### src/rtl/uart_program_loader_if.sv
// Purpose : bundles the loader's serial input, control inputs and byte/word outputs.
// Latency : n/a (signal bundle only).
// Backpr. : none; WORD_VALID is a write strobe that must be taken when asserted.
//
// Ports (as seen from the loader, modport slave):
//   UART_RX    in   serial line, idle high, asynchronous to CLK
//   ENABLE     in   1 = assemble words, 0 = bytes only (partial word dropped)
//   CLEAR      in   one-cycle pulse: address, byte count and ERR back to 0
//   BYTE_VALID out  one-cycle pulse per good byte
//   BYTE_DATA  out  last good byte, held
//   WORD_VALID out  one-cycle instruction-memory write strobe
//   WORD_DATA  out  assembled word, first byte in [31:24], held
//   WORD_ADDR  out  word address for WORD_DATA
//   FRAME_ERR  out  one-cycle pulse on a bad stop bit
//   ERR        out  sticky framing-error flag
// The master modport is the opposite side (line driver / consumer).
interface uart_program_loader_if #(
   parameter int ADDR_W = 14
) ();
   logic              UART_RX;
   logic              ENABLE;
   logic              CLEAR;
   logic              BYTE_VALID;
   logic [7:0]        BYTE_DATA;
   logic              WORD_VALID;
   logic [31:0]       WORD_DATA;
   logic [ADDR_W-1:0] WORD_ADDR;
   logic              FRAME_ERR;
   logic              ERR;

   modport master (
      output UART_RX, ENABLE, CLEAR,
      input  BYTE_VALID, BYTE_DATA, WORD_VALID, WORD_DATA, WORD_ADDR, FRAME_ERR, ERR
   );

   modport slave (
      input  UART_RX, ENABLE, CLEAR,
      output BYTE_VALID, BYTE_DATA, WORD_VALID, WORD_DATA, WORD_ADDR, FRAME_ERR, ERR
   );
endinterface

### src/rtl/uart_program_loader.sv
// Purpose : 8N1 UART receiver that packs every four good bytes into a 32-bit
//           instruction word (first byte in [31:24]) with an auto-incrementing address.
// Latency : BYTE_VALID/FRAME_ERR 2 + CLKS_PER_BIT/2 + 9*CLKS_PER_BIT + 1 cycles after
//           the start-bit edge at the pin; WORD_VALID one cycle after the 4th BYTE_VALID.
// Backpr. : none; the memory write port must accept WORD_VALID in the cycle it is high.
//
// Ports:
//   CLK  system clock, rising edge
//   RST  asynchronous active-high reset
//   bus  uart_program_loader_if.slave (UART_RX/ENABLE/CLEAR in, byte/word/error out)
// CLKS_PER_BIT must be at least 4 so the half-bit and full-bit counts are distinct.
module uart_program_loader #(
   parameter int CLKS_PER_BIT = 2604,
   parameter int ADDR_W       = 14
) (
   input  logic                  CLK,
   input  logic                  RST,
   uart_program_loader_if.slave  bus
);

   localparam int               CNT_W     = (CLKS_PER_BIT > 2) ? $clog2(CLKS_PER_BIT) : 2;
   localparam logic [CNT_W-1:0] HALF_LAST = CNT_W'(CLKS_PER_BIT / 2 - 1);
   localparam logic [CNT_W-1:0] BIT_LAST  = CNT_W'(CLKS_PER_BIT - 1);

   typedef enum logic [2:0] {
      S_IDLE,
      S_START,
      S_DATA,
      S_STOP,
      S_BREAK
   } rx_state_t;

   // ------------------------------------------------------------------
   // Two-flop synchronizer; reset to the idle-high line level so that
   // leaving reset never looks like a start bit.
   // ------------------------------------------------------------------
   logic rx_meta;
   logic rx_s;

   always_ff @(posedge CLK or posedge RST) begin
      if (RST) begin
         rx_meta <= 1'b1;
         rx_s    <= 1'b1;
      end else begin
         rx_meta <= bus.UART_RX;
         rx_s    <= rx_meta;
      end
   end

   // ------------------------------------------------------------------
   // Receiver FSM
   // ------------------------------------------------------------------
   rx_state_t        state_q,    state_d;
   logic [CNT_W-1:0] cnt_q,      cnt_d;
   logic [2:0]       bit_q,      bit_d;
   logic [7:0]       shift_q,    shift_d;
   logic             byte_vld_q, byte_vld_d;
   logic [7:0]       byte_dat_q, byte_dat_d;
   logic             ferr_q,     ferr_d;

   always_ff @(posedge CLK or posedge RST) begin
      if (RST) begin
         state_q    <= S_IDLE;
         cnt_q      <= '0;
         bit_q      <= '0;
         shift_q    <= '0;
         byte_vld_q <= 1'b0;
         byte_dat_q <= '0;
         ferr_q     <= 1'b0;
      end else begin
         state_q    <= state_d;
         cnt_q      <= cnt_d;
         bit_q      <= bit_d;
         shift_q    <= shift_d;
         byte_vld_q <= byte_vld_d;
         byte_dat_q <= byte_dat_d;
         ferr_q     <= ferr_d;
      end
   end

   always_comb begin
      state_d    = state_q;
      cnt_d      = cnt_q;
      bit_d      = bit_q;
      shift_d    = shift_q;
      byte_vld_d = 1'b0;
      byte_dat_d = byte_dat_q;
      ferr_d     = 1'b0;

      case (state_q)
         S_IDLE: begin
            cnt_d = '0;
            if (!rx_s) begin
               state_d = S_START;
            end
         end

         // Re-check the line at the middle of the start bit; a high line
         // there means the falling edge was a glitch.
         S_START: begin
            if (cnt_q == HALF_LAST) begin
               cnt_d   = '0;
               bit_d   = '0;
               state_d = rx_s ? S_IDLE : S_DATA;
            end else begin
               cnt_d = cnt_q + CNT_W'(1);
            end
         end

         // From the start-bit midpoint, each full bit period lands on the
         // middle of the next bit. LSB arrives first.
         S_DATA: begin
            if (cnt_q == BIT_LAST) begin
               cnt_d   = '0;
               shift_d = {rx_s, shift_q[7:1]};
               if (bit_q == 3'd7) begin
                  state_d = S_STOP;
               end else begin
                  bit_d = bit_q + 3'd1;
               end
            end else begin
               cnt_d = cnt_q + CNT_W'(1);
            end
         end

         // Leaving at the stop-bit midpoint leaves half a bit of slack so
         // a start bit directly after the stop bit is not missed.
         S_STOP: begin
            if (cnt_q == BIT_LAST) begin
               cnt_d = '0;
               if (rx_s) begin
                  byte_vld_d = 1'b1;
                  byte_dat_d = shift_q;
                  state_d    = S_IDLE;
               end else begin
                  ferr_d  = 1'b1;
                  state_d = S_BREAK;
               end
            end else begin
               cnt_d = cnt_q + CNT_W'(1);
            end
         end

         // A line held low (break) reports one error, then waits for idle.
         S_BREAK: begin
            cnt_d = '0;
            if (rx_s) begin
               state_d = S_IDLE;
            end
         end

         default: begin
            state_d = S_IDLE;
            cnt_d   = '0;
         end
      endcase
   end

   // ------------------------------------------------------------------
   // Word assembler, address counter and sticky error.
   // Runs one cycle behind the receiver, off the registered byte strobe,
   // so WORD_VALID lands the cycle after the 4th BYTE_VALID.
   // ------------------------------------------------------------------
   logic [1:0]        byte_cnt_q;
   logic [23:0]       acc_q;
   logic              word_vld_q;
   logic [31:0]       word_dat_q;
   logic [ADDR_W-1:0] addr_q;
   logic              err_q;
   logic              drop_partial;

   // Any of these abandons the word in progress; a 4th byte completing
   // in the same cycle is still emitted since its data is already complete.
   assign drop_partial = !bus.ENABLE || ferr_q || bus.CLEAR;

   always_ff @(posedge CLK or posedge RST) begin
      if (RST) begin
         byte_cnt_q <= '0;
         acc_q      <= '0;
         word_vld_q <= 1'b0;
         word_dat_q <= '0;
         addr_q     <= '0;
         err_q      <= 1'b0;
      end else begin
         word_vld_q <= 1'b0;

         if (bus.ENABLE && byte_vld_q) begin
            if (byte_cnt_q == 2'd3) begin
               word_vld_q <= 1'b1;
               word_dat_q <= {acc_q, byte_dat_q};
               byte_cnt_q <= '0;
            end else begin
               acc_q      <= {acc_q[15:0], byte_dat_q};
               byte_cnt_q <= byte_cnt_q + 2'd1;
            end
         end

         if (drop_partial) begin
            byte_cnt_q <= '0;
            acc_q      <= '0;
         end

         // The address moves only after the strobe cycle, so it stays stable
         // while WORD_VALID is high; CLEAR in that cycle still wins afterwards.
         if (bus.CLEAR) begin
            addr_q <= '0;
         end else if (word_vld_q) begin
            addr_q <= addr_q + 1'b1;
         end

         // ERR rises together with FRAME_ERR; CLEAR beats a coincident error.
         if (bus.CLEAR) begin
            err_q <= 1'b0;
         end else if (ferr_d) begin
            err_q <= 1'b1;
         end
      end
   end

   assign bus.BYTE_VALID = byte_vld_q;
   assign bus.BYTE_DATA  = byte_dat_q;
   assign bus.WORD_VALID = word_vld_q;
   assign bus.WORD_DATA  = word_dat_q;
   assign bus.WORD_ADDR  = addr_q;
   assign bus.FRAME_ERR  = ferr_q;
   assign bus.ERR        = err_q;

endmodule
### src/flat_wrapper.sv
// flat-port wrapper written by rule: the top's interface ports become plain ports
module uart_program_loader_flat 
#(
   parameter int CLKS_PER_BIT = 2604,
   parameter int ADDR_W       = 14
)
  (CLK, RST, bus_UART_RX, bus_ENABLE, bus_CLEAR, bus_BYTE_VALID, bus_BYTE_DATA, bus_WORD_VALID, bus_WORD_DATA, bus_WORD_ADDR, bus_FRAME_ERR, bus_ERR);
  uart_program_loader_if #(.ADDR_W(ADDR_W)) bus_i ();
  input  logic CLK;
  input  logic RST;
  input wire logic [$bits(bus_i.UART_RX)-1:0] bus_UART_RX;
  input wire logic [$bits(bus_i.ENABLE)-1:0] bus_ENABLE;
  input wire logic [$bits(bus_i.CLEAR)-1:0] bus_CLEAR;
  output wire logic [$bits(bus_i.BYTE_VALID)-1:0] bus_BYTE_VALID;
  output wire logic [$bits(bus_i.BYTE_DATA)-1:0] bus_BYTE_DATA;
  output wire logic [$bits(bus_i.WORD_VALID)-1:0] bus_WORD_VALID;
  output wire logic [$bits(bus_i.WORD_DATA)-1:0] bus_WORD_DATA;
  output wire logic [$bits(bus_i.WORD_ADDR)-1:0] bus_WORD_ADDR;
  output wire logic [$bits(bus_i.FRAME_ERR)-1:0] bus_FRAME_ERR;
  output wire logic [$bits(bus_i.ERR)-1:0] bus_ERR;
  assign bus_i.UART_RX = bus_UART_RX;
  assign bus_i.ENABLE = bus_ENABLE;
  assign bus_i.CLEAR = bus_CLEAR;
  assign bus_BYTE_VALID = bus_i.BYTE_VALID;
  assign bus_BYTE_DATA = bus_i.BYTE_DATA;
  assign bus_WORD_VALID = bus_i.WORD_VALID;
  assign bus_WORD_DATA = bus_i.WORD_DATA;
  assign bus_WORD_ADDR = bus_i.WORD_ADDR;
  assign bus_FRAME_ERR = bus_i.FRAME_ERR;
  assign bus_ERR = bus_i.ERR;
  uart_program_loader #(.CLKS_PER_BIT(CLKS_PER_BIT), .ADDR_W(ADDR_W)) u_core (.CLK(CLK), .RST(RST), .bus(bus_i));
endmodule
### config.mk
export PLATFORM = sky130hd
export DESIGN_NAME = uart_program_loader_flat
export DESIGN_NICKNAME = d
export VERILOG_FILES = /design/src/rtl/uart_program_loader_if.sv /design/src/rtl/uart_program_loader.sv /design/src/flat_wrapper.sv
export SDC_FILE = /design/constraint.sdc
export NUM_CORES = 1
export LEC_CHECK = 0
export ABC_AREA = 1
export BUFFER_PORTS_ARGS = -buffer_cell sky130_fd_sc_hd__clkbuf_2
export CORE_UTILIZATION = 50
export DETAILED_ROUTE_END_ITERATION = 16
export PLACE_DENSITY_LB_ADDON = 0.25
export SKIP_CTS_REPAIR_TIMING = 1
export SYNTH_ARGS = -nofsm -noshare
export SYNTH_HDL_FRONTEND = slang
export SYNTH_SLANG_ARGS = --single-unit
### constraint.sdc
create_clock -name CLK -period 6.4 [get_ports CLK]
set_clock_uncertainty 0.1 [all_clocks]
set_input_delay 0.64 -clock CLK [delete_from_list [all_inputs] [get_ports CLK]]
set_output_delay 0.64 -clock CLK [all_outputs]
set_load 0.005 [all_outputs]
# Word level (Yosys, flattened, before mapping)
# Cells that the tools add are included.
# totals
inputBits	5
register_bits	112
output_inout_bits	58
elab_cells	85
# classes
reduce_logical	16
n_eq_ne	16
addsub	4
mux	34
# op_table
cell	count
two-way mux 24 bit	3
two-way mux 3 bit	10
two-way mux 14 bit	2
two-way mux 12 bit	2
case mux 12 bit (2 select lines)	1
case mux 3 bit (5 select lines)	1
adder 14 x 1 -> 14 bit (second input constant)	1
adder 12 x 1 -> 12 bit (second input constant)	1
equality test 12 x 11 -> 1 bit (second input constant)	1
equality test 12 bit (second input constant)	1
inequality test 2 x 1 -> 1 bit (second input constant)	6
two-way mux 1 bit	10
two-way mux 2 bit	4
nonzero test 2 bit	4
equality test 3 x 2 -> 1 bit (second input constant)	2
equality test 3 bit (second input constant)	2
case mux 3 bit (2 select lines)	1
AND reduction 2 bit	3
AND reduction 6 bit	1
inequality test 2 bit (second input constant)	2
AND reduction 4 bit	1
adder 3 x 1 -> 3 bit (second input constant)	1
equality test 3 x 1 -> 1 bit (second input constant)	1
zero test 3 bit	1
other kinds (7)	8

# Longest topological paths before layout
# Gate-level depths: netlist (run 1).
# logic_depth
depth_word	5
ltp_mapped	10
ltp_nobuf	10

# Worst setup path before layout (run 1)
# Ideal clock, no wire load.
# synth_timing
path_type	input to register
from	in bus_CLEAR
to	reg u_core.addr_q[7], in the netlist u_core.bus.WORD_ADDR[7]
t_arrival_ns	1.418
setup_ns	0.120
cell_stages	8
setup_slack_ns	4.762
path_buffers	1
path_cell_list	buf_4 > nor2_4 > nor2_1 > nand2_1 > nor2_1 > nand2_1 > o21ai_0 > nor2_1
# synth_between
elab_chain_len	1
word_cells_on_any_way	2
cone_classes	mux: 1; reduce/logical: 1
# synth_lines
item	line	text
start, declared	flat_wrapper.sv:13	input wire logic [$bits(bus_i.CLEAR)-1:0] bus_CLEAR;
two-way mux 14 bit / nonzero test 2 bit (equally long branches)	--	
end signal, assigned	uart_program_loader.sv:208	addr_q <= addr_q + 1'b1;
end, declared	uart_program_loader.sv:168	logic [ADDR_W-1:0] addr_q;
# Several ways; a longest one is shown, not always the timed one.
# A chain may end at the register's enable or synchronous reset.

# Final worst setup path (run 1)
# layout_timing
from	reg u_core.byte_cnt_q[0]
to	reg u_core.word_dat_q[30], in the netlist u_core.bus.WORD_DATA[30]
# layout_between
elab_chain_len	2
# layout_lines
item	line	text
start, declared	uart_program_loader.sv:164	logic [1:0] byte_cnt_q;
start signal, assigned	uart_program_loader.sv:194	byte_cnt_q <= byte_cnt_q + 2'd1;
equality test 2 bit	uart_program_loader.sv:188	if (byte_cnt_q == 2'd3) begin
AND reduction 2 bit (no line)	--	
end signal, assigned	uart_program_loader.sv:190	word_dat_q <= {acc_q, byte_dat_q};
end, declared	uart_program_loader.sv:167	logic [31:0] word_dat_q;
# No other way between the ends.

==> qor.csv, run 1 <==
stage,metric,value,unit
status,status,"complete, no violations",
setup_path,Crit Path Max Fanout,57,
finish,Finished Cell Area,5520,um2
power,Pwr Total,1.13,mW
routing,final wirelength,9.28,mm
power,pwr dens,204,nW/um2
floorplan,DIE AREA,10300,um2
setup_path,Crit-path slowest cell,nand3_2,
routing,via count,3659,
sta,RSZ-0062 raised after global routing,no,
global_routing,vias in the first global route,3497,
setup_path,reg2reg start,u_core.byte_cnt_q[0],
setup_path,FF-to-FF path depth,5,
run,number of max-cap violations,0,
floorplan,starting density of the core,0.524,
routing,DR pass1 iterations,4,
clock_network,worst skew pair latency,0.37,ns
sta,Rel. slew slack,0.371,
clock_network,CTS H-tree depth,3,
finish,"non-filler cells, final",733,
clock_network,TritonCTS buffer count,9,
sta,f_max,0.449,GHz
setup_path,"Top cell by count, worst path",nand2_1,
synth,synthesized area,4930,um2
synth,syn avg cell area,9.12,um2
setup_path,CP arrival,2.39,ns
routing,DRC,0,
finish,final core occ,0.586,
setup_path,"setup slack, reg-to-reg",4.17,ns
synth,Yosys Warn Count,0,
floorplan,Die Width,101,um
clock_network,clock sinks,112,
synth,Post-Syn Instances,541,
setup_path,data required time of the worst path,6.56,ns
floorplan,Core ar.,9420,um2
sta,final worst slack,4.17,ns
finish,area of the multi-input gates,1770,um2
place,placed cell area,5340,um2
clock_network,CTS tree,done,
global_routing,largest net degree at the start of global routing,71,
finish,diodes inserted,0,
place,RD Place Congestion,0.882,
routing,DRT antenna net count,0,
setup_path,crit-path cells,"ha_1, nand3_2, clkinv_1, nand2_1, nand2_1",
sta,worst slew pin tran,0.942,ns
floorplan,Rows,35,
floorplan,I/O Pins,63,
synth,most frequent cell after synthesis,nand2_1,
sta,Tcrit/Tclk final,0.348,
finish,share of layout cells above drive strength 1,0.200,
place,Inst Count DP,717,
global_routing,initial antenna violation count,0,
setup_path,startpoint types,flip-flop,
synth,Post-synth ARST share,1.00,
sta,Hold WS,0.185,ns
clock_network,root buf cell,clkbuf_8,
synth,unique cell type count in the Yosys netlist,33,
global_routing,gr ovfl total,0,
sta,Pins Over Slew Limit,0,
setup_path,Crit Reg-Reg Endpoint,u_core.bus.WORD_DATA[30],
global_routing,Total GRT Usage,0.200,
synth,sequential area share after synthesis,0.569,
setup_path,Crit. End Element,flip-flop,
synth,"Top FF cell, synth",dfrtp_1,
setup_path,"slowest stage delay, CP",0.67,ns
finish,"Area growth, synth to finish",11.9,%
place,dpl hpwl,6.36,mm
synth,synthesized net count,552,
worst_hold_path,worst hold path type,in2async,
setup_path,CP Class,reg2reg,
synth,"top cells by area, synth","dfrtp_1 (56%), nand2_1 (9.2%), o21ai_0 (5.7%)",
routing,routed len/inst,12.7,um
floorplan,DIE HEIGHT,101,um
routing,drt initial violations,169,
place,Place WS,4.07,ns
sta,final hold violations,0,
sta,Setup Viol. Count Final,0,
synth,"EDFF count, synth",0,
synth,share of the synthesized area in the top cell type,0.558,
power,P_leak,2.69,nW
finish,fill count,868,
place,# port buffers,62,
synth,Synth area leader,dfrtp_1,
sta,TNS Setup,0,ns
sta,minimum clock period,2.23,ns
clock_network,clk buf depth,2,
power,Peak supply drop,0.000112,V
finish,Sequential Area,2810,um2
synth,synthesis-stage register bit count,112,
synth,commonest cells in the netlist,"nand2_1 (121), dfrtp_1 (110), inv_1 (69)",
global_routing,first-pass GRT wire length,16.0,mm
finish,Nets,610,
clock_network,Worst-path clk slew,0.10,ns
routing,Vias/cell,4.99,
==> worst max-delay path: cells and delay by family (launching register included) <==
| family | cells | cell delay [ns] |
|---|---|---|
| DFF | 1 | 0.41 |
| adders and majority gates | 1 | 0.24 |
| buffers and inverters | 1 | 0.46 |
| and+or+nand+nor | 3 | 0.91 |
==> final cells by class <==
type,instances,share of cell area
Tap cell,129,0.0292
Inverter,73,0.0501
Sequential cell,112,0.508
Multi-Input combinational cell,339,0.320
Timing Repair Buffer,64,0.0589
Clock inverter,6,0.00861
Clock buffer,10,0.0249
==> cell families (layout without fill, tap and decap cells) <==
kind of cell               Yosys count  after routing  share of synthesized area
adders and majority gates            6              6                     0.0152
AOI/OAI and AO/OA                  126            126                      0.142
DFF                                112            112                      0.569
buffers and inverters               90            153                     0.0746
and+or+nand+nor                    197            197                      0.182
xor gates and xnor gates            10             10                     0.0178
==> worst max-delay path by stage <==
stage	from	to	slack, ns	cells past startpoint
floorplan	RST	u_core.acc_q[0]	2.70	1
global placement	bus_ENABLE	u_core.bus.WORD_DATA[27]	4.16	5
detailed placement	bus_ENABLE	u_core.bus.WORD_DATA[30]	4.07	5
CTS	u_core.byte_cnt_q[0]	u_core.bus.WORD_DATA[30]	4.13	5
global route	u_core.byte_cnt_q[0]	u_core.bus.WORD_DATA[25]	3.92	5
finish	u_core.byte_cnt_q[0]	u_core.bus.WORD_DATA[30]	4.17	5
==> metal layers <==
layer	wire length (um)	global-route usage	share of wire	vias up
li1	-	-	-	1848
met1	4570	0.277	0.49	1747
met5	0	0	0	-
met4	81	0.0602	0.0087	0
met2	4290	0.317	0.46	56
met3	338	0.0428	0.036	8
==> state kept, by name, indices dropped and copies added, names as in the netlist <==
register and cells:
u_core.bus.WORD_VALID 1, u_core.rx_meta 1, u_core.bus.FRAME_ERR 1, u_core.rx_s 1, u_core.byte_cnt_q 2, u_core.bus.WORD_ADDR 14, u_core.shift_q 8, u_core.bus.WORD_DATA 32
u_core.bus.BYTE_DATA 8, u_core.cnt_q 12, u_core.bus.ERR 1, u_core.bit_q 3, u_core.bus.BYTE_VALID 1, u_core.state_q 3, u_core.acc_q 24
==> power by group <==
part	total [mW]	internal, mW	switching [mW]
logic	0.0230	0.00312	0.0198
clock network	0.394	0.157	0.238
registers	0.709	0.708	0.000448
==> cell usage in the layout, fill, tap and decap left out, types with 3 or more instances in the layout <==
cell      instances
nand3_2           5
xor2_1            8
o21ai_0          56
dfrtp_1         110
nor3_1            6
nand3_1          15
inv_1            68
a21oi_1          44
nor3_2            3
nor2_4            3
clkbuf_2         62
clkbuf_8         10
inv_6             3
nand4_1           3
ha_1              6
nor2_1           30
inv_2             3
o21ai_2          15
nand2_1         121
o21ai_1           6
nand2_2           3
No activity file was read; power rests on OpenSTA's default activity.
==> run 2: changes to the inputs <==
Clock period 6.4 ns to 2.1 ns, I/O delays scaled along.
==> qor.csv, run 2 (synthesized netlist as in run 1, its figures left out) <==
stage,metric,value,unit,change
status,status,"complete, no violations",,
setup_path,"setup slack, reg-to-reg",0.34,ns,-3.83 ns
setup_path,Crit. Startpoint,u_core.cnt_q[0],,
run,number of max-cap violations,0,,unchanged
setup_path,CP arrival,1.90,ns,-0.49 ns
global_routing,gr ovfl total,0,,unchanged
clock_network,Worst-path clk slew,0.10,ns,about the same
setup_path,CP Class,reg2reg,,
sta,f_max,0.568,GHz,+27%
finish,share of layout cells above drive strength 1,0.203,,+0.00295
clock_network,root buf cell,clkbuf_8,,
power,Peak supply drop,0.000460,V,+310%
finish,diodes inserted,0,,unchanged
sta,Rel. slew slack,0.715,,+0.344
worst_hold_path,worst hold start,bus_CLEAR,,
place,dpl hpwl,6.51,mm,+2.4%
sta,final hold violations,0,,unchanged
sta,minimum clock period,1.76,ns,-0.469 ns
finish,fill count,839,,-3.3%
place,# port buffers,62,,unchanged
routing,drt initial violations,255,,+51%
clock_network,CTS H-tree depth,3,,unchanged
floorplan,starting density of the core,0.524,,unchanged
global_routing,initial antenna violation count,0,,unchanged
clock_network,clk buf depth,2,,unchanged
routing,via count,3651,,-0.22%
routing,routed len/inst,12.5,um,-1.5%
routing,DRT antenna net count,0,,unchanged
floorplan,DIE AREA,10300,um2,unchanged
routing,Vias/cell,4.94,,-1.0%
floorplan,Rows,35,,unchanged
finish,"Area growth, synth to finish",13.6,%,
finish,Nets,616,,+0.98%
setup_path,Crit Reg-Reg Endpoint,u_core.bus.BYTE_DATA[1],,
finish,Largest register FFs,32,,unchanged
floorplan,I/O Pins,63,,unchanged
sta,worst slew pin tran,0.427,ns,-0.515 ns
clock_network,TritonCTS buffer count,9,,unchanged
worst_hold_path,worst hold path type,in2reg,,
global_routing,vias in the first global route,3430,,-1.9%
power,P_leak,2.72,nW,+1.2%
worst_hold_path,worst hold stages,2,,
routing,DR pass1 iterations,4,,unchanged
sta,Pins Over Slew Limit,0,,unchanged
sta,Tcrit/Tclk final,0.838,,+0.490
global_routing,first-pass GRT wire length,16.0,mm,+0.43%
clock_network,worst skew pair latency,0.36,ns,about the same
power,pwr dens,617,nW/um2,+200%
floorplan,DIE HEIGHT,101,um,unchanged
sta,Setup Viol. Count Final,0,,unchanged
clock_network,CTS tree,done,,
setup_path,startpoint types,flip-flop,,
sta,RSZ-0062 raised after global routing,no,,
global_routing,Total GRT Usage,0.198,,-0.00120
routing,DRC,0,,unchanged
clock_network,clock sinks,112,,unchanged
finish,most frequent cells in the layout,"nand2_1 (121), dfrtp_1 (110), inv_1 (68)",,
floorplan,Core ar.,9420,um2,unchanged
floorplan,Die Width,101,um,unchanged
sta,TNS Setup,0,ns,unchanged
finish,"most common cell after layout, fill and taps aside",nand2_1,,
routing,final wirelength,9.22,mm,-0.68%
global_routing,largest net degree at the start of global routing,62,,-13%
setup_path,FF-to-FF path depth,6,,+1
setup_path,data required time of the worst path,2.25,ns,-4.31 ns
setup_path,reg2reg start,u_core.cnt_q[0],,
worst_hold_path,hold path endpoint,u_core.bus.ERR,,
setup_path,Crit. End Element,flip-flop,,
setup_path,Crit Path Max Fanout,16,,-72%
place,RD Place Congestion,0.843,,-4.5%
finish,final core occ,0.595,,+0.00904
-- run 2: worst max-delay path, stage by stage, from the launching register on --
cell	delay (ns)
dfrtp_1	0.41
ha_1	0.25
nand4_1	0.13
nor3_2	0.17
nand3_2	0.34
nand2_1	0.17
o21ai_2	0.06
-- run 2: power by group --
group	internal (mW)	total [mW]	switching, mW
clock	0.461	1.22	0.759
sequential	2.16	2.16	0.00131
combinational	0.0169	0.0784	0.0615
total	2.64	3.46	0.822
-- run 2: how the worst max path moves through the flow --
stage,depth (start not counted),endpoint,slack (ns)
final,6,u_core.bus.BYTE_DATA[1],0.34
after global routing,6,u_core.bus.BYTE_DATA[1],0.18
after CTS,6,u_core.bus.BYTE_DATA[1],0.33
after detailed placement,6,u_core.bus.BYTE_DATA[5],0.34
after global placement,6,u_core.bus.BYTE_DATA[2],0.40
after floorplan,1,u_core.acc_q[0],0.43
-- run 2: layout make-up --
cell class	count	area, um2	share of cell area
well taps	129	161	0.0288
flip-flops and latches	112	2810	0.500
repair buffers	70	400	0.0714
clock buffers	10	128	0.0228
inverters	73	278	0.0496
multi-input cells	339	1770	0.315
clock inverters	6	66.3	0.0118
-- run 2: stage by stage --
stage / worst slack, ns / area [um2] / power, mW / hold WS (ns) / cells
floorplan: 0.434 / 4940 / 2.26 / 0.114 / 541
global placement: 0.399 / 5390 / 2.28 / 0.124 / 721
detailed placement: 0.340 / 5390 / 2.28 / 0.121 / 721
CTS: 0.335 / 5590 / 3.50 / -0.282 / 737
global route: 0.180 / 5610 / 3.61 / 0.0843 / 739
finish: 0.341 / 5610 / 3.46 / 0.101 / 739
-- run 2: metal layers --
metal	GRT usage	wire length [um]
met1	0.293	4680
met2	0.304	4230
met3	0.0421	275
met4	0.0435	31
met5	0	0
==> run 3: changes to the inputs <==
Settings changed: ABC_AREA 1 to 0.
Clock period 2.1 ns to 1.5 ns, I/O delays scaled along.
==> qor.csv, run 3 <==
stage,metric,value,unit,change
place,RD Place Congestion,0.821,,-2.6%
setup_path,Crit Path Max Fanout,5,,-11
synth,Post-Syn Instances,397,,-27%
synth,share of the synthesized area in the top cell type,0.585,,+0.0273
sta,RSZ-0062 raised after global routing,yes,,
clock_network,clock sinks,112,,unchanged
setup_path,CP arrival,2.07,ns,+0.17 ns
setup_path,family with the most delay on the worst path,simple AND/OR/NAND/NOR gates,,
routing,final wirelength,9.88,mm,+7.2%
synth,most frequent cell after synthesis,dfrtp_1,,
routing,DRC,0,,unchanged
finish,share of layout cells above drive strength 1,0.415,,+0.212
synth,"top cells by area, synth","dfrtp_1 (59%), mux2_2 (11%), nand2_1 (4.8%)",,
setup_path,Crit-path slowest cell,dfrtp_1,,
sta,minimum clock period,1.89,ns,+0.133 ns
routing,routed len/inst,15.7,um,+26%
finish,area of the multi-input gates,2030,um2,+15%
finish,Nets,526,,-15%
finish,Sequential Area,2810,um2,about the same
clock_network,clk buf depth,2,,unchanged
worst_hold_path,worst hold path type,in2reg,,
status,status,finished with violations,,
floorplan,Rows,35,,unchanged
setup_path,startpoint types,flip-flop,,
setup_path,data required time of the worst path,1.68,ns,-0.57 ns
routing,drt initial violations,82,,-68%
synth,"EDFF count, synth",0,,unchanged
place,Inst Count DP,600,,-17%
setup_path,crit-path cells,"ha_4, and4b_2, nand4_4, nor2_4, buf_6, mux2_4",,
sta,worst slew pin tran,0.505,ns,+0.0782 ns
clock_network,TritonCTS buffer count,9,,unchanged
global_routing,Total GRT Usage,0.201,,+0.00237
sta,Setup Viol. Count Final,48,,+48
place,dpl hpwl,6.43,mm,-1.3%
worst_hold_path,worst hold stages,3,,+1
place,placed cell area,5540,um2,+2.8%
setup_path,"slowest stage delay, CP",0.43,ns,+0.02 ns
setup_path,Crit. End Element,flip-flop,,
sta,final worst slack,-0.392,ns,-0.733 ns
floorplan,starting density of the core,0.514,,-0.0101
sta,TNS Setup,-11.56,ns,-11.56 ns
synth,Post-synth ARST share,1.00,,unchanged
synth,commonest cells in the netlist,"dfrtp_1 (110), nand2_1 (60), mux2_2 (48)",,
synth,unique cell type count in the Yosys netlist,44,,+33%
sta,Rel. slew slack,0.663,,-0.0518
floorplan,Core ar.,9150,um2,-2.8%
run,number of max-cap violations,0,,unchanged
sta,Pins Over Slew Limit,0,,unchanged
power,pwr dens,789,nW/um2,+28%
clock_network,Worst-path clk slew,0.11,ns,about the same
finish,Largest register FFs,32,,unchanged
sta,Tcrit/Tclk final,1.26,,+0.424
clock_network,CTS H-tree depth,3,,unchanged
power,Pwr Total,4.80,mW,+39%
finish,"non-filler cells, final",631,,-15%
clock_network,CTS tree,done,,
global_routing,initial antenna violation count,0,,unchanged
synth,sequential area share after synthesis,0.597,,+0.0278
setup_path,CP Depth,6,,unchanged
place,Place WS,-0.382,ns,-0.723 ns
sta,f_max,0.529,GHz,-7.0%
finish,most frequent cells in the layout,"dfrtp_1 (108), clkbuf_2 (62), nand2_1 (60)",,
synth,Synth area leader,dfrtp_1,,
routing,DR pass1 iterations,4,,unchanged
clock_network,root buf cell,clkbuf_8,,
synth,synthesized net count,408,,-26%
setup_path,FF-to-FF path depth,6,,unchanged
power,P_leak,2.96,nW,+8.7%
setup_path,CP Buf/Inv Count,1,,+1
sta,Hold WS,-0.00413,ns,-0.105 ns
synth,syn avg cell area,11.8,um2,+30%
global_routing,vias in the first global route,3187,,-7.1%
global_routing,first-pass GRT wire length,15.5,mm,-3.2%
place,# port buffers,62,,unchanged
floorplan,DIE AREA,9800,um2,-4.6%
global_routing,largest net degree at the start of global routing,97,,+56%
routing,DRT antenna net count,0,,unchanged
floorplan,DIE HEIGHT,99.0,um,-2.3%
floorplan,I/O Pins,63,,unchanged
power,Peak supply drop,0.000450,V,-2.1%
setup_path,CP Class,reg2reg,,
global_routing,gr ovfl total,0,,unchanged
synth,Yosys Warn Count,0,,unchanged
finish,final core occ,0.666,,+0.0703
finish,"most common cell after layout, fill and taps aside",dfrtp_1,,
sta,final hold violations,2,,+2
synth,synthesis-stage register bit count,112,,unchanged
routing,via count,3351,,-8.2%
finish,diodes inserted,0,,unchanged
routing,Vias/cell,5.31,,+7.5%
floorplan,Die Width,99.0,um,-2.3%
finish,Finished Cell Area,6090,um2,+8.7%
finish,fill count,679,,-19%
finish,"Area growth, synth to finish",29.6,%,
status,failing checks,"negative hold slack, negative setup slack",,
synth,"Top FF cell, synth",dfrtp_1,,
synth,synthesized area,4700,um2,-4.7%
clock_network,worst skew pair latency,0.38,ns,+0.02 ns
run 3: changes by cell type after synthesis, moves of 6 or more:
cell	previous run	this run
xnor2_1	2	10
o21ai_0	56	5
a21oi_1	44	27
nand2_1	121	60
o21ai_2	15	0
clkbuf_1	5	14
inv_1	69	5
o21ai_1	6	0
buf_2	9	1
nand3_1	16	8
mux2_2	0	48
run 3: final timing paths:
path / slack [ns] / to / start
max: -0.39 / u_core.shift_q[1] / u_core.cnt_q[1]
min: -0.004 / u_core.bus.WORD_ADDR[8] / bus_CLEAR
max reg2reg: -0.39 / u_core.shift_q[1] / u_core.cnt_q[1]
min reg2reg: 0.26 / u_core.rx_s / u_core.rx_meta
max in group asynchronous: 0.56 / u_core.bus.WORD_DATA[13] / RST
min in group asynchronous: 0.27 / u_core.cnt_q[7] / RST
run 3: logic make-up after synthesis:
| group | after synthesis | synth area share |
|---|---|---|
| AOI/OAI and AO/OA | 43 | 0.0548 |
| xor gates and xnor gates | 20 | 0.0373 |
| muxes | 52 | 0.124 |
| and+or+nand+nor | 142 | 0.153 |
| adders and majority gates | 6 | 0.0160 |
| buffers and inverters | 22 | 0.0186 |
| DFF | 112 | 0.597 |
run 3: layer usage:
layer	vias up	part of all wire	track usage
met5	-	0	0
met4	0	0.014	0.0517
met2	52	0.51	0.330
met1	1674	0.45	0.274
li1	1614	-	-
met3	11	0.032	0.0411
run 3: tightest hold or removal path, cell delays in order:
cell      delay (ns)
clkbuf_2        0.11
buf_4           0.14
nor2_1          0.05
run 3: final cells by class:
cell class | instances | share of cell area
clock inverter | 6 | 0.00842
inverter | 5 | 0.00370
clock buffer | 10 | 0.0209
sequential | 112 | 0.461
multi-input combinational | 263 | 0.334
tap | 111 | 0.0228
timing repair buffer | 124 | 0.150
run 3: where the power goes:
group / leakage [nW] / internal, mW / switching [mW]
sequential: 1.54 / 3.02 / 0.00110
clock: 0.0814 / 0.628 / 1.04
combinational: 1.34 / 0.0303 / 0.0869
